**src/rtl/sounder_pkg.sv**
```systemverilog
// sounder_pkg
// Shared types and widths for the sounder receive capture scheduler.
// Contents:
//   state_t  - capture FSM encoding (S_IDLE..S_DONE, 3-bit)
//   TS_W     - timestamp width
//   CNT_W    - burst length / period counter width
//   NBURST_W - burst count width
package sounder_pkg;

  localparam int TS_W     = 64;
  localparam int CNT_W    = 32;
  localparam int NBURST_W = 16;

  typedef enum logic [2:0] {
    S_IDLE = 3'd0,
    S_WAIT = 3'd1,
    S_PASS = 3'd2,
    S_GAP  = 3'd3,
    S_DONE = 3'd4
  } state_t;

endpackage

```
**src/rtl/sounder_rx_sched_cnt.sv**
```systemverilog
// sounder_rx_sched_cnt
// Compare-and-wrap counter. Counts from 1 up to limit; an enabled step
// taken while count == limit wraps back to 1. Used for beat, gap and
// burst counting in the capture scheduler.
// Ports:
//   clk, rst_n - clock, async active-low reset (count resets to 1)
//   clr        - synchronous return to 1 (priority over en)
//   en         - advance by one step
//   limit      - terminal count
//   count      - current value
//   hit        - count == limit
module sounder_rx_sched_cnt #(
  parameter int W = 32
) (
  input  logic         clk,
  input  logic         rst_n,
  input  logic         clr,
  input  logic         en,
  input  logic [W-1:0] limit,
  output logic [W-1:0] count,
  output logic         hit
);

  assign hit = (count == limit);

  always_ff @(posedge clk or negedge rst_n) begin
    if (!rst_n) begin
      count <= W'(1);
    end else if (clr) begin
      count <= W'(1);
    end else if (en) begin
      count <= hit ? W'(1) : count + W'(1);
    end
  end

endmodule

```
**src/rtl/sounder_rx_sched.sv**
```systemverilog
// sounder_rx_sched
// Timed capture scheduler in front of the sounder receive averager.
// Accepts one capture command (start time, burst count, burst length,
// burst period), forwards only the beats inside the scheduled bursts,
// frames each burst with o_tlast and reports busy/done/late to the host.
// The datapath is combinational: no buffering, zero latency.
//
// Optional build macro:
//   SOUNDER_RX_SCHED_DROPCNT_EN - adds drop_cnt, a saturating count of
//                                 beats discarded while busy.
//
// Ports:
//   clk, rst_n            - clock, async active-low reset
//   cmd_valid/cmd_ready   - command handshake (ready only when idle)
//   cmd_time, cmd_now     - start timestamp / start on next valid beat
//   cmd_nburst, cmd_blen,
//   cmd_period            - bursts, beats per burst, beats between starts
//   abort                 - terminate capture
//   i_*                   - radio sample stream in (i_time = beat timestamp)
//   o_*                   - gated sample stream out, o_tlast ends a burst
//   busy, done, late      - capture status (done is a one-cycle pulse,
//                           late is sticky until the next command)
//   drop_cnt              - (optional) dropped beat count
module sounder_rx_sched
  import sounder_pkg::*;
#(
  parameter int WIDTH  = 32,
  parameter int NIPC   = 2,
  parameter int TS_INC = 2
) (
  input  logic                  clk,
  input  logic                  rst_n,
  input  logic                  cmd_valid,
  output logic                  cmd_ready,
  input  logic [TS_W-1:0]       cmd_time,
  input  logic                  cmd_now,
  input  logic [NBURST_W-1:0]   cmd_nburst,
  input  logic [CNT_W-1:0]      cmd_blen,
  input  logic [CNT_W-1:0]      cmd_period,
  input  logic                  abort,
  input  logic [NIPC*WIDTH-1:0] i_tdata,
  input  logic                  i_tvalid,
  output logic                  i_tready,
  input  logic [TS_W-1:0]       i_time,
  output logic [NIPC*WIDTH-1:0] o_tdata,
  output logic                  o_tvalid,
  input  logic                  o_tready,
  output logic                  o_tlast,
  output logic                  busy,
  output logic                  done,
  output logic                  late
`ifdef SOUNDER_RX_SCHED_DROPCNT_EN
  ,
  output logic [31:0]           drop_cnt
`endif
);

  state_t                state;
  logic [TS_W-1:0]       time_r;
  logic                  now_r;
  logic [NBURST_W-1:0]   nburst_r;
  logic [CNT_W-1:0]      blen_r;
  logic [CNT_W-1:0]      period_r;

  logic [CNT_W-1:0]      beat_cnt;
  logic [CNT_W-1:0]      gap_cnt;
  logic [CNT_W-1:0]      gap_len;
  logic [NBURST_W-1:0]   burst_cnt;
  logic                  beat_hit;
  logic                  gap_hit;
  logic                  burst_hit;

  logic                  cmd_acc;
  logic                  pass;
  logic                  hs;
  logic                  pass_hs;
  logic                  gap_step;
  logic                  has_gap;
  logic                  burst_step;

  // The timestamp step is fixed by the radio front end; the scheduler
  // compares absolute timestamps, so the step only documents the stream.
  logic [31:0]           unused_ts_inc;
  assign unused_ts_inc = 32'(TS_INC);

  assign cmd_ready = (state == S_IDLE);
  assign busy      = (state != S_IDLE);
  assign cmd_acc   = cmd_valid & cmd_ready;

  // A waiting capture opens on the first valid beat at or after the start
  // time, so that beat is forwarded in the same cycle it is qualified.
  assign pass = (state == S_PASS) |
                ((state == S_WAIT) & i_tvalid & (now_r | (i_time >= time_r)));

  // Outside a burst the radio is always accepted and the beat discarded.
  assign i_tready = pass ? o_tready : 1'b1;
  assign o_tvalid = pass & i_tvalid;
  assign o_tdata  = i_tdata;
  assign o_tlast  = pass & i_tvalid & (beat_hit | abort);

  assign hs       = i_tvalid & i_tready;
  assign pass_hs  = pass & hs;
  assign gap_step = (state == S_GAP) & hs;
  assign has_gap  = (period_r > blen_r);
  assign gap_len  = has_gap ? (period_r - blen_r) : '0;

  // A new burst begins either back-to-back at the end of the previous one
  // or after the last gap beat has been dropped.
  assign burst_step = (pass_hs & beat_hit & ~burst_hit & ~has_gap) |
                      (gap_step & gap_hit);

  // beat_cnt always holds the number of the beat currently on the input,
  // so the end-of-burst test is the same in S_WAIT and S_PASS.
  sounder_rx_sched_cnt #(.W(CNT_W)) u_beat_cnt (
    .clk   (clk),
    .rst_n (rst_n),
    .clr   (cmd_acc),
    .en    (pass_hs),
    .limit (blen_r),
    .count (beat_cnt),
    .hit   (beat_hit)
  );

  sounder_rx_sched_cnt #(.W(CNT_W)) u_gap_cnt (
    .clk   (clk),
    .rst_n (rst_n),
    .clr   (cmd_acc),
    .en    (gap_step),
    .limit (gap_len),
    .count (gap_cnt),
    .hit   (gap_hit)
  );

  sounder_rx_sched_cnt #(.W(NBURST_W)) u_burst_cnt (
    .clk   (clk),
    .rst_n (rst_n),
    .clr   (cmd_acc),
    .en    (burst_step),
    .limit (nburst_r),
    .count (burst_cnt),
    .hit   (burst_hit)
  );

  always_ff @(posedge clk or negedge rst_n) begin
    if (!rst_n) begin
      state    <= S_IDLE;
      time_r   <= '0;
      now_r    <= 1'b0;
      nburst_r <= '0;
      blen_r   <= '0;
      period_r <= '0;
      done     <= 1'b0;
      late     <= 1'b0;
    end else begin
      done <= 1'b0;
      case (state)
        S_IDLE: begin
          if (cmd_valid) begin
            time_r   <= cmd_time;
            now_r    <= cmd_now;
            nburst_r <= cmd_nburst;
            blen_r   <= cmd_blen;
            period_r <= cmd_period;
            late     <= 1'b0;
            if ((cmd_nburst == '0) || (cmd_blen == '0)) begin
              state <= S_DONE;
              done  <= 1'b1;
            end else begin
              state <= S_WAIT;
            end
          end
        end

        S_WAIT: begin
          if (pass_hs && !now_r && (i_time > time_r)) begin
            late <= 1'b1;
          end
          if (abort) begin
            state <= S_DONE;
            done  <= 1'b1;
          end else if (pass_hs) begin
            if (beat_hit && burst_hit) begin
              state <= S_DONE;
              done  <= 1'b1;
            end else if (beat_hit && has_gap) begin
              state <= S_GAP;
            end else begin
              state <= S_PASS;
            end
          end
        end

        S_PASS: begin
          if (abort) begin
            state <= S_DONE;
            done  <= 1'b1;
          end else if (pass_hs && beat_hit) begin
            if (burst_hit) begin
              state <= S_DONE;
              done  <= 1'b1;
            end else if (has_gap) begin
              state <= S_GAP;
            end
          end
        end

        S_GAP: begin
          if (abort) begin
            state <= S_DONE;
            done  <= 1'b1;
          end else if (gap_step && gap_hit) begin
            state <= S_PASS;
          end
        end

        S_DONE: begin
          state <= S_IDLE;
        end

        default: begin
          state <= S_IDLE;
        end
      endcase
    end
  end

`ifdef SOUNDER_RX_SCHED_DROPCNT_EN
  // Beats discarded while a capture is active, saturating at all-ones.
  always_ff @(posedge clk or negedge rst_n) begin
    if (!rst_n) begin
      drop_cnt <= '0;
    end else if (cmd_acc) begin
      drop_cnt <= '0;
    end else if (busy && i_tvalid && !pass && (drop_cnt != '1)) begin
      drop_cnt <= drop_cnt + 32'd1;
    end
  end
`endif

endmodule

```
**config.mk**
```make
export PLATFORM = sky130hd
export DESIGN_NAME = sounder_rx_sched
export DESIGN_NICKNAME = d
export VERILOG_FILES = /design/src/rtl/sounder_pkg.sv /design/src/rtl/sounder_rx_sched_cnt.sv /design/src/rtl/sounder_rx_sched.sv
export SDC_FILE = /design/constraint.sdc
export NUM_CORES = 1
export LEC_CHECK = 0
export BUFFER_PORTS_ARGS = -buffer_cell sky130_fd_sc_hd__clkbuf_2
export CAP_MARGIN = 20
export CORE_MARGIN = 2
export CORE_UTILIZATION = 45
export CTS_BUF_LIST = sky130_fd_sc_hd__clkbuf_8
export CTS_CLUSTER_SIZE = 25
export DETAILED_ROUTE_END_ITERATION = 6
export PLACE_DENSITY = 0.64
export SLEW_MARGIN = 10
export SYNTH_ARGS = -nofsm -noshare
export SYNTH_HDL_FRONTEND = slang
export SYNTH_SLANG_ARGS = --single-unit
```
**constraint.sdc**
```tcl
create_clock -name clk -period 4.65 [get_ports clk]
set_clock_uncertainty 0.2 [all_clocks]
set_input_delay 0.465 -clock clk [delete_from_list [all_inputs] [get_ports clk]]
set_output_delay 0.465 -clock clk [all_outputs]
set_load 0.005 [all_outputs]
```
# Word level (Yosys, flattened, before mapping)
# Cells that the tools add are included.
[totals] input_bits=279 elab_cells=104 reg_bits=230 output_inout_bits=71
[op_classes] n_lt_le_gt_ge=3 n_reduce_logical=19 addsub=4 eq_ne=12 bitwise=18 n_mux=37
[ops] op="$mux W32" count=7
[ops] op="$add A32 B1 Y32 const B" count=2
[ops] op="$eq A32 B32 Y1" count=2
[ops] op="$ge A64 B64 Y1" count=1
[ops] op="$gt A64 B64 Y1" count=1
[ops] op="$mux W16" count=3
[ops] op="$mux W3" count=11
[ops] op="$gt A32 B32 Y1" count=1
[ops] op="$logic_not A32 Y1" count=1
[ops] op="$sub A32 B32 Y32" count=1
[ops] op="$add A16 B1 Y16 const B" count=1
[ops] op="$eq A16 B16 Y1" count=1
[ops] op="$logic_not A16 Y1" count=1
[ops] op="$mux W1" count=13
[ops] op="$and A1 B1 Y1" count=12
[ops] op="$pmux W3 S4" count=1
[ops] op="$reduce_bool A2 Y1" count=4
[ops] op="$eq A3 B2 Y1 const B" count=2
[ops] op="$logic_and A1 B1 Y1" count=6
[ops] op="$ne A3 B2 Y1 const B" count=2
[ops] op="$reduce_and A5 Y1" count=1
[ops] op="$ne A4 B4 Y1 const B" count=1
[ops] op="$or A1 B1 Y1" count=4
[ops] op="$pmux W1 S4" count=1
[ops] op="12 further kinds" count=13

# Longest topological paths before layout
# Gate-level depths: netlist of run 1.
[logic_depth] depth_word=13 mapped_depth=18 mapped_depth_nobuf=16

# Modules after synthesis
# Synthesis of run 1 repeated with hierarchy kept, for this count alone.
[hier_totals] hier_cells=1619 area_unflattened_um2=14825.5
[modules_own_cells] mod="sounder_rx_sched" area_per_inst_um2=9645.5 n_inst=1 cells_each=1077 seq_area_each_um2=3753.6
[modules_own_cells] mod="sounder_rx_sched_cnt (u_beat_cnt ...)" area_per_inst_um2=1973.1 n_inst=2 cells_each=207 seq_area_each_um2=802.0
[modules_own_cells] mod="sounder_rx_sched_cnt (u_burst_cnt)" area_per_inst_um2=1233.7 n_inst=1 cells_each=128 seq_area_each_um2=401.6

# Least setup slack after synthesis of run 1
# OpenSTA, ideal clock, no wires.
[synth_timing] path_kind="register to register" from="register blen_r[20]" to="register u_burst_cnt.count[13]" synth_period_minus_slack_ps=4202 required_time_ps=4328 setup_slack_ps=448 path_buffers=2 path_stages_with_launch=17 t_arrival_ps=3881 setup_ps=122 path_cell_list="dfrtp_1 > inv_1 > ha_1 > buf_2 > nand4_2 > or3_4 > or4_4 > a21oi_4 > nor3_2 > a311o_1 > mux2_4 > o32ai_2 > o211ai_2 > o31ai_4 > buf_6 > o22ai_1 > a32o_1"
[synth_between] elab_chain_len=6 elab_cells_between_ends=12 classes_between="add/sub (1); order compare (1); eq/ne (2); mux (1); bitwise (6); reduce/logical (1)"
[synth_lines] element="start: declaration" line="sounder_rx_sched.sv:62" source="logic [CNT_W-1:0] blen_r;"
[synth_lines] element="start signal: assignment" line="sounder_rx_sched.sv:162" source="blen_r <= cmd_blen;"
[synth_lines] element="$sub A32 B32 Y32, or another cell as far along" line="sounder_rx_sched.sv:105" source="assign gap_len = has_gap ? (period_r - blen_r) : '0;"
[synth_lines] element="$mux W32 / $and A1 B1 Y1 (equally long branches)" line="sounder_rx_sched.sv:105, sounder_rx_sched.sv:109"
[synth_lines] element="$eq A32 B32 Y1 / $and A1 B1 Y1 (equally long branches)" line="sounder_rx_sched_cnt.sv:24, sounder_rx_sched.sv:109"
[synth_lines] element="$and A1 B1 Y1 (on tied branches)" line="sounder_rx_sched.sv:110, sounder_rx_sched.sv:109"
[synth_lines] element="$or A1 B1 Y1 *" line="sounder_rx_sched.sv:109" source="assign burst_step = (pass_hs & beat_hit & ~burst_hit & ~has_gap) |"
[synth_lines] element="$reduce_bool A2 Y1 (no source line) *"
[synth_lines] element="end signal: assignment" line="sounder_rx_sched_cnt.sv:32" source="count <= hit ? W'(1) : count + W'(1);"
[synth_lines] element="end: declaration" line="sounder_rx_sched_cnt.sv:20" source="output logic [W-1:0] count,"
# Mark *: on every way between the ends. The rest lies on a longest branch, timed or not.
# A chain may end at the register's enable or synchronous reset.

# Final worst setup path of run 1
[layout_timing] from="register blen_r[15]" to="register u_burst_cnt.count[8]"
# Same word-level chain as after synthesis.

==> run_results.csv, run 1 <==
group,metric,value,unit
pwr,leakagePower,9.27,nW
clock_tree,h-tree-depth,2,
synthesis,ys_types,86,
final_layout,multi_input_area,0.00854,mm2
synthesis,synth_most_common_cell,"nand2_1",
detailed_routing,detail_route.wl_per_cell,18.2,um
grt,grt_pass1_vias,14800,
hold_path,hold_depth,3,
synthesis,syn_nets,2249,
clock_tree,cts_tree,"done",
synthesis,synth_enable_flop_cells,0,
floorplan,initial_core_util,0.459,
final_layout,num-nets-final,2561,
synthesis,syn_area,0.0155,mm2
sta,slew-limit-headroom,0.376,
worst_setup_path,reg2reg_to,"u_burst_cnt.count[8]",
sta,worst_pin_slew,0.936,ns
floorplan,die_width,189,um
worst_setup_path,cp-end-kind,"flip-flop",
detailed_routing,ant_nets,0,
placed_design,place_congestion,0.984,
floorplan,io_pins,350,
floorplan,rows,67,
final_layout,nFillCells,3030,
sta,fin_crit_sh,0.971,
clock_tree,max-clock-path-buffers,3,
synthesis,syn_area_per_cell,8.27,um2
job,drv_cap,0,
synthesis,synth_top_area_frac,0.367,
sta,max_freq,221,MHz
pwr,peakVddDrop,0.000396,V
worst_setup_path,worstSetupPathType,"reg -> reg",
worst_setup_path,startpoint_type,"flip-flop",
grt,grtUsageTotal,0.269,
worst_setup_path,cp.required,4.91,ns
synthesis,ys_ff_latch,230,
detailed_routing,routed_wl,48.6,mm
final_layout,seq_area,0.00576,mm2
final_layout,syn2layout_area_growth,24.3,%
detailed_routing,routed_via_density,5.50,
placed_design,placed_cells_incl_taps,2440,
pwr,power_density,680,mW/mm2
clock_tree,cts.sinks,230,
sta,hold_viol,0,
worst_setup_path,reg2reg_depth,15,
outcome,status,"completed",
clock_tree,clk_pin_slew,0.07,ns
grt,grt_pass1_wl,76.7,mm
detailed_routing,dr.pass1.iters,5,
final_layout,fin_util,0.570,
grt,antenna_found_initial,2,
worst_setup_path,critPathLaunch,"blen_r[15]",
final_layout,fin_cells,2666,
floorplan,dieHeight,189,um
floorplan,die_area,0.0359,mm2
grt,grt-ovfl-total,0,
worst_setup_path,worstPathMaxFanout,24,
synthesis,ys.flop_type,"dfrtp_1",
final_layout,drive_gt1_frac,0.171,
clock_tree,cts_buffers,43,
hold_path,min_to,"blen_r[20]",
worst_setup_path,r2r_start,"blen_r[15]",
grt,grt_max_degree,249,
synthesis,synth_top_area_cell,"dfrtp_1",
detailed_routing,remaining_drc_errors,0,
detailed_routing,num_vias,14700,
synthesis,synthCells,1870,
worst_setup_path,r2r_setup_slack,0.13,ns
synthesis,yosysWarnings,0,
placed_design,numPortBuffers,221,
hold_path,min_from,"cmd_blen[20]",
clock_tree,cts-root-buf,"clkbuf_8",
sta,setup_viol,0,
sta,final.min_clock_period,4.52,ns
synthesis,synth.area.top_cells,"dfrtp_1 37%, nand2_1 8.4%, ha_1 8.0%",
hold_path,hold_path_class,"in -> reg",
floorplan,core,0.0337,mm2
placed_design,dp_hpwl,35.2,mm
worst_setup_path,cp.arrival,4.78,ns
synthesis,synth_common_cells,"344 x nand2_1, 227 x dfrtp_1, 184 x o21ai_0",
synthesis,seq_area_frac_synth,0.373,
clock_tree,clock_latency,0.58,ns
detailed_routing,first_iter_violations,1162,
sta,slew_violations,0,
synthesis,async_flop_share,1.00,
==> where the power goes <==
part / internal, W / total, W / switching (W)
Combinational: 0.00313 / 0.00784 / 0.00471
Clock: 0.00119 / 0.00211 / 0.000921
Sequential: 0.00268 / 0.00310 / 0.000424
Total: 0.00700 / 0.0131 / 0.00606
==> registers in the layout, indices dropped and copies added (netlist names) <==
signal	flops
time_r	64
blen_r	32
period_r	32
u_beat_cnt.count	32
u_gap_cnt.count	32
nburst_r	16
u_burst_cnt.count	16
state	3
done	1
late	1
now_r	1
==> worst max path at each step <==
stage / to / slack [ns]
after floorplan: u_burst_cnt.count[13] / 0.45
after global placement: u_burst_cnt.count[3] / 0.01
after detailed placement: u_burst_cnt.count[14] / -0.06
after CTS: u_burst_cnt.count[8] / 0.07
after global routing: u_burst_cnt.count[14] / -0.06
final: u_burst_cnt.count[8] / 0.13
==> per-layer routing <==
metal | wire (um) | up-vias | global-route usage | part of all wire
met5 | 0 | - | 0 | 0
met4 | 2130 | 0 | 0.125 | 0.044
met3 | 3300 | 133 | 0.0569 | 0.068
met2 | 22100 | 503 | 0.431 | 0.46
met1 | 21100 | 6952 | 0.347 | 0.43
li1 | - | 7068 | - | -
==> metrics by stage <==
stage | total power [W] | hold WS (ns) | setup TNS (ns) | worst slack (ns) | instance area [um2]
after floorplan | 0.00812 | -0.0306 | 0 | 0.448 | 15500
after global placement | 0.0103 | 0.264 | 0 | 0.0138 | 16700
after detailed placement | 0.0104 | 0.274 | -0.260 | -0.0632 | 16700
after CTS | 0.0128 | 0.0104 | 0 | 0.0662 | 19100
after global routing | 0.0140 | 0.0239 | -0.0975 | -0.0552 | 19200
final | 0.0131 | 0.0296 | 0 | 0.134 | 19200
==> kinds of logic after synthesis <==
kind of cell | synth area share
adder cells (fa/ha/maj) | 0.0821
AO/OA/AOI/OAI | 0.180
flip-flops | 0.373
AND/OR/NAND/NOR | 0.212
buffers and inverters | 0.0817
multiplexers | 0.00502
XOR/XNOR | 0.0666
==> area by class of cell <==
class | count | area share
Antenna cell | 2 | 0.000260
Multi-Input combinational cell | 1376 | 0.444
Clock buffer | 56 | 0.0401
Timing Repair Buffer | 414 | 0.155
Clock inverter | 23 | 0.00801
Sequential cell | 230 | 0.300
Inverter | 117 | 0.0229
Tap cell | 448 | 0.0292
==> cells in the final DEF, fill, tap and decap left out, types with 10 or more instances in the layout <==
master         synthesis  routed
a31oi_1               10      10
o21a_1                13      13
dlygate4sd3_1          0     144
nand2_1              344     343
nor2b_1               19      19
a32o_1                14      14
o21ai_0              184     180
a21oi_1               66      64
o31ai_1               11      11
clkbuf_8               0      56
nand4_1               47      47
xnor2_1               52      52
xor2_1                63      62
nor2_1               116     116
nor3_1                18      17
nand3_1               46      46
o22ai_1               14      14
o211ai_1              12      12
and3_1                35      35
dfrtp_1              227     227
clkbuf_2               0     220
nor4_1                31      29
buf_4                 64      44
a21o_1                43      43
ha_1                  99      96
inv_1                117     131
==> what timing repair did <==
item                                    4_1_cts  5_1_grt
hold buffers                                144        0
buffers inserted                              1        0
gates resized for setup                       3       25
endpoints found under the setup margin       14       49
hold endpoints to repair                    258        0
pin swaps                                     1        1
==> worst max-delay path: stages (launching register included) <==
cell      delay (ns)
dfrtp_1         0.36
inv_1           0.10
ha_1            0.44
nand2_1         0.14
or3_4           0.40
or4_4           0.55
a21oi_4         0.20
nor3_2          0.07
a311o_1         0.32
mux2_4          0.32
o32ai_2         0.25
o211ai_2        0.18
o31ai_4         0.31
buf_12          0.21
o22ai_1         0.09
a32o_1          0.24
Note: power is estimated with default switching activity, not from simulation.
==> run 2, diff against run 1 <==
--- a/config.mk
+++ b/config.mk
@@ -6,5 +6,4 @@
 export NUM_CORES = 1
 export LEC_CHECK = 0
-export BUFFER_PORTS_ARGS = -buffer_cell sky130_fd_sc_hd__clkbuf_2
 export CAP_MARGIN = 20
 export CORE_MARGIN = 2
@@ -13,5 +12,6 @@
 export CTS_CLUSTER_SIZE = 25
 export DETAILED_ROUTE_END_ITERATION = 6
-export PLACE_DENSITY = 0.64
+export DONT_BUFFER_PORTS = 1
+export PLACE_DENSITY = 0.56
 export SLEW_MARGIN = 10
 export SYNTH_ARGS = -nofsm -noshare
==> constraint.sdc (replaced) <==
create_clock -name clk -period 4.65 [get_ports clk]
set_clock_uncertainty 0.2 [all_clocks]
set_input_delay 0.465 -clock clk [delete_from_list [all_inputs] [get_ports clk]]
set_output_delay 0.465 -clock clk [all_outputs]
set_load 0.01 [all_outputs]
==> run 2 against run 1 <==
Net effect: the run now ends with hold timing left; critical endpoint is now u_burst_cnt.count[4]; core utilization is 2.9 points lower; sequential share of layout area rose by 1.6 points; critical path type unchanged; setup slack better by 0.021 ns; largest power group unchanged.
==> run_results.csv, run 2 (synthesized netlist as in run 1, its figures left out) <==
group,metric,value,unit
clock_tree,clock_latency,0.61,ns
detailed_routing,routed_via_density,5.54,
worst_setup_path,cp.arrival,4.78,ns
final_layout,num-nets-final,2350,
worst_setup_path,cp-end-kind,"flip-flop",
detailed_routing,remaining_drc_errors,0,
placed_design,dp_hpwl,33.2,mm
detailed_routing,routed_wl,46.1,mm
job,drv_cap,0,
worst_setup_path,critical-path-top-delay-family,"compound AO/OA/AOI/OAI gates",
sta,final.min_clock_period,4.50,ns
worst_setup_path,cpMostUsedCell,"o211ai_1",
floorplan,die_area,0.0359,mm2
detailed_routing,num_vias,13600,
floorplan,initial_core_util,0.459,
floorplan,rows,67,
worst_setup_path,critPathLaunch,"blen_r[9]",
clock_tree,cts.sinks,230,
placed_design,preCtsSetupSlack,-0.0102,ns
worst_setup_path,startpoint_type,"flip-flop",
worst_setup_path,worstSetupPathType,"reg -> reg",
final_layout,antenna_cells,0,
sta,fin_tns_setup,0,ns
sta,fin_ws,0.155,ns
outcome,violations,"hold timing",
detailed_routing,detail_route.wl_per_cell,18.8,um
clock_tree,h-tree-depth,2,
pwr,peakVddDrop,0.000349,V
sta,worst_pin_slew,1.04,ns
clock_tree,cts_buffers,43,
clock_tree,cts_tree,"done",
detailed_routing,wl_met2,20.9,mm
pwr,total_power,0.0130,W
pwr,power_density,714,mW/mm2
worst_setup_path,slowest_delay,0.45,ns
final_layout,largest_reg_flops,64,
sta,setup_viol,0,
grt,grtUsageTotal,0.257,
final_layout,top_register,"time_r",
worst_setup_path,cp.required,4.93,ns
worst_setup_path,slowest_stage,"a2111oi_1",
worst_setup_path,r2r_start,"blen_r[9]",
detailed_routing,ant_nets,0,
grt,grt_pass1_wl,73.1,mm
detailed_routing,wl_met1,20.7,mm
worst_setup_path,reg2reg_depth,16,
detailed_routing,first_iter_violations,948,
clock_tree,max-clock-path-buffers,3,
worst_setup_path,critical_path_depth,16,
floorplan,io_pins,350,
pwr,leakagePower,8.38,nW
final_layout,fin_cells,2451,
sta,max_freq,222,MHz
sta,slew_violations,0,
detailed_routing,wl_met3,3.19,mm
sta,fin_crit_sh,0.967,
grt,antenna_found_initial,1,
worst_setup_path,crit_chain,"inv_1 -> ha_1 -> buf_4 -> nand4_1 -> nor2_2 -> o211ai_1 -> and3_1 -> or3b_2 -> a2111oi_1 -> o211ai_1 -> nor4_2 -> o211ai_2 -> o31ai_4 -> buf_6 -> o22ai_1 -> a32o_1",
placed_design,placed_cells_incl_taps,2223,
clock_tree,clk_pin_slew,0.06,ns
clock_tree,postCtsHoldBufs,147,
sta,whs,-0.648,ns
placed_design,numPortBuffers,0,
final_layout,syn2layout_area_growth,18.0,%
grt,grt_max_degree,249,
clock_tree,cts-root-buf,"clkbuf_8",
detailed_routing,dr.pass1.iters,5,
final_layout,nFillCells,3149,
worst_setup_path,path_buf_inv,3,
grt,grt-ovfl-total,0,
hold_path,hold_path_class,"in -> async",
sta,hold_viol,230,
floorplan,die_width,189,um
final_layout,layout_common_cells,"343 x nand2_1, 227 x dfrtp_1, 177 x o21ai_0",
outcome,status,"finished with violations",
floorplan,core,0.0337,mm2
grt,grt_pass1_vias,13700,
placed_design,place_congestion,0.937,
sta,slew-limit-headroom,0.307,
floorplan,dieHeight,189,um
worst_setup_path,worstPathMaxFanout,7,
final_layout,drive_gt1_frac,0.0859,
detailed_routing,top_layer,"met5",
final_layout,layout_commonest_cell,"nand2_1",
[run 2: changes by cell type in the layout (fill, tap and decap cells not counted), sizes merged]
| cell | before | now |
|---|---|---|
| clkinv | 5 | 4 |
| clkinvlp | 1 | 0 |
| clkbuf | 276 | 57 |
| diode | 2 | 0 |
| inv | 132 | 131 |
| dlygate4sd3 | 144 | 147 |
| buf | 50 | 56 |
[run 2: what timing repair did]
action | CTS | global route
hold endpoints to repair | 379 | 230
pin swaps | 0 | 8
gates resized for setup | 1 | 41
gates cloned | 0 | 0
setup endpoints to repair | 2 | 49
buffers inserted | 0 | 4
[run 2: final cells by class]
| class | instances | area (um2) | share of cell area |
|---|---|---|---|
| timing repair buffer | 203 | 1950 | 0.107 |
| inverter | 117 | 439 | 0.0241 |
| sequential | 230 | 5760 | 0.316 |
| clock buffer | 57 | 785 | 0.0430 |
| multi-input combinational | 1376 | 8620 | 0.472 |
| clock inverter | 20 | 140 | 0.00768 |
| tap | 448 | 561 | 0.0307 |
[run 2: final timing paths]
kind                                   endpoint  slack (ns)
setup / recovery           u_burst_cnt.count[4]        0.15
hold / removal             u_beat_cnt.count[12]       -0.65
setup reg to reg           u_burst_cnt.count[4]        0.15
min in group clk                       state[0]        0.14
hold reg to reg                     period_r[9]        0.28
max in group asynchronous  u_burst_cnt.count[0]        4.44
[run 2: where the power goes]
| part | switching (W) | leakage (nW) | internal, W |
|---|---|---|---|
| clock network | 0.000913 | 0.529 | 0.00121 |
| registers | 0.000436 | 2.96 | 0.00268 |
| logic | 0.00459 | 4.90 | 0.00321 |
| total | 0.00593 | 8.38 | 0.00710 |
[run 2: metrics by stage]
| step | cell area [um2] | hold WS, ns | util |
|---|---|---|---|
| 3_5_place_dp | 15600 | -0.0250 | 0.464 |
| 5_1_grt | 18200 | -0.679 | 0.541 |
| 4_1_cts | 18000 | -0.691 | 0.535 |
| 3_3_place_gp | 15600 | -0.0259 | 0.464 |
| 2_1_floorplan | 15500 | -0.0306 | - |
| 6_report | 18200 | -0.648 | 0.541 |
[run 2: metal layers]
metal / track usage / vias to the layer above
met5: 0 / -
met2: 0.415 / 434
met1: 0.337 / 6412
met3: 0.0678 / 91
met4: 0.0796 / 2
li1: - / 6632
==> run 3, diff against run 2 <==
Settings changed: CORE_MARGIN 2 to not set.
==> run 3 against run 2 <==
Net effect: the flow still finishes with violations (hold timing); count of clock-buffer cells in the layout fell by 6; sequential power about the same; core utilization shrank 0.74 points; fmax increased by 0.51%; hold slack improved by 0.0029 ns; final cell count decreased by 0.12%; non-clock buffer count is 9 lower; die area down 2.1%; via count up 0.66%; total power decreased by 3.4%; global-route usage up 0.55 points; clock power decreased by 10%; critical path type unchanged; highest routed layer unchanged.
==> run_results.csv, run 3 (synthesized netlist as in run 1, its figures left out) <==
group,metric,value,unit
floorplan,dieHeight,187,um
placed_design,dp_hpwl,33.5,mm
final_layout,syn2layout_area_growth,16.4,%
final_layout,multi_input_area,0.00854,mm2
detailed_routing,routed_via_density,5.58,
pwr,internal-power,0.00672,W
floorplan,rows,67,
final_layout,num-nets-final,2341,
worst_setup_path,cp.required,5.00,ns
detailed_routing,num_vias,13700,
clock_tree,max-clock-path-buffers,3,
clock_tree,clk_pin_slew,0.06,ns
worst_setup_path,startpoint_type,"flip-flop",
pwr,total_power,0.0126,W
worst_setup_path,r2r_start,"blen_r[20]",
sta,slew_violations,0,
sta,final.min_clock_period,4.47,ns
pwr,leakagePower,8.31,nW
detailed_routing,dr.pass1.iters,5,
floorplan,core,0.0337,mm2
grt,grt_pass1_vias,13600,
clock_tree,cts-root-buf,"clkbuf_8",
floorplan,die_width,187,um
worst_setup_path,reg2reg_to,"u_burst_cnt.count[15]",
final_layout,layout_common_cells,"343 x nand2_1, 226 x dfrtp_1, 179 x o21ai_0",
pwr,p_seq_frac,0.246,
detailed_routing,routed_wl,46.3,mm
pwr,power.switching,0.00587,W
pwr,p_comb_frac,0.603,
placed_design,preCtsSetupSlack,0.0241,ns
clock_tree,cts.sinks,230,
placed_design,place_congestion,0.955,
sta,slew-limit-headroom,0.316,
pwr,power_density,700,mW/mm2
grt,antenna_found_initial,5,
final_layout,layout_commonest_cell,"nand2_1",
job,drv_cap,0,
floorplan,io_pins,350,
final_layout,top_register,"time_r",
worst_setup_path,worstPathMaxFanout,5,
sta,fin_crit_sh,0.962,
worst_setup_path,cp-end-kind,"flip-flop",
hold_path,hold_path_class,"in -> async",
sta,fin_ws,0.177,ns
grt,grt_pass1_wl,72.8,mm
clock_tree,cts_tree,"done",
outcome,status,"finished with violations",
grt,grt-ovfl-total,0,
floorplan,initial_core_util,0.459,
sta,hold_viol,230,
final_layout,nFillCells,3160,
final_layout,seq_area,0.00576,mm2
detailed_routing,detail_route.wl_per_cell,18.9,um
detailed_routing,first_iter_violations,892,
clock_tree,cts_buffers,43,
final_layout,drive_gt1_frac,0.0747,
floorplan,die_area,0.0351,mm2
clock_tree,clock_latency,0.61,ns
pwr,swShare,0.466,
sta,setup_viol,0,
pwr,peakVddDrop,0.000360,V
pwr,p_clk_frac,0.151,
clock_tree,postCtsHoldBufs,146,
grt,grt_max_degree,249,
final_layout,largest_reg_flops,64,
worst_setup_path,worstSetupPathType,"reg -> reg",
sta,whs,-0.645,ns
sta,worst_pin_slew,1.03,ns
worst_setup_path,r2r_setup_slack,0.18,ns
sta,max_freq,224,MHz
worst_setup_path,reg2reg_depth,14,
detailed_routing,remaining_drc_errors,0,
grt,grtUsageTotal,0.262,
worst_setup_path,cp.arrival,4.83,ns
outcome,violations,"hold timing",
clock_tree,h-tree-depth,2,
placed_design,numPortBuffers,0,
detailed_routing,ant_nets,0,
[run 3: cell count changes in the layout (fill, tap and decap cells not counted), moves of 2 or more]
cell / delta
o21ai_1: -2
buf_6: -2
clkbuf_8: -6
buf_4: -4
o21ai_0: +2
bufinv_16: -2
inv_1: +9
diode_2: +5
ha_1: +5
ha_4: -6
[run 3: what timing repair did]
action | CTS | global route
gates resized for setup | 0 | 28
buffers inserted | 0 | 3
hold endpoints to repair | 378 | 230
endpoints found under the setup margin | 0 | 49
[run 3: stage by stage]
step                area [um2]  instances   util  setup TNS (ns)
finish                   18000       2448  0.534               0
global route             18000       2446  0.534        -0.00355
CTS                      17900       2440  0.530               0
detailed placement       15600       2216  0.462               0
global placement         15600       2216  0.462               0
floorplan                15500       1870      -               0
[run 3: power by group through the flow]
| stage | clock network [W] | logic, W | registers (W) |
|---|---|---|---|
| after global routing | 0.00205 | 0.00841 | 0.00317 |
| after CTS | 0.00196 | 0.00731 | 0.00309 |
| after global placement | 0 | 0.00709 | 0.00311 |
| after floorplan | 0 | 0.00517 | 0.00297 |
| final | 0.00190 | 0.00760 | 0.00310 |
| after detailed placement | 0 | 0.00715 | 0.00312 |
[run 3: critical path: stages (launching register included)]
cell and delay, ns:
dfrtp_2 0.44, inv_1 0.08, ha_2 0.39, nand4_2 0.17, or3_4 0.44, or4_4 0.55, a21oi_4 0.20, nor3_2 0.07
a311o_1 0.32, mux2_4 0.31, o32ai_2 0.22, o211ai_2 0.18, o31ai_1 0.39, nor4b_1 0.32, o21a_1 0.15
[run 3: final cells by class]
type,count,area share
Multi-Input combinational cell,1376,0.474
Sequential cell,230,0.320
Timing Repair Buffer,194,0.103
Clock buffer,51,0.0390
Tap cell,448,0.0311
Inverter,117,0.0244
Clock inverter,27,0.00702
Antenna cell,5,0.000695
[run 3: how the worst max path moves through the flow]
stage,start,end,slack (ns),depth (start not counted)
after floorplan,blen_r[20],u_burst_cnt.count[13],0.45,16
after CTS,period_r[0],u_burst_cnt.count[15],0.006,16
final,blen_r[20],u_burst_cnt.count[15],0.18,14
after global routing,blen_r[6],u_burst_cnt.count[6],-0.004,16
after detailed placement,period_r[0],u_burst_cnt.count[15],0.02,16
after global placement,blen_r[15],u_burst_cnt.count[2],0.02,15
[run 3: metal layers]
layer / part of all wire / global-route usage / vias up
met5: 0.00028 / 0 / -
met4: 0.039 / 0.110 / 2
met3: 0.062 / 0.0619 / 117
met2: 0.45 / 0.418 / 419
met1: 0.45 / 0.341 / 6486
li1: - / - / 6636
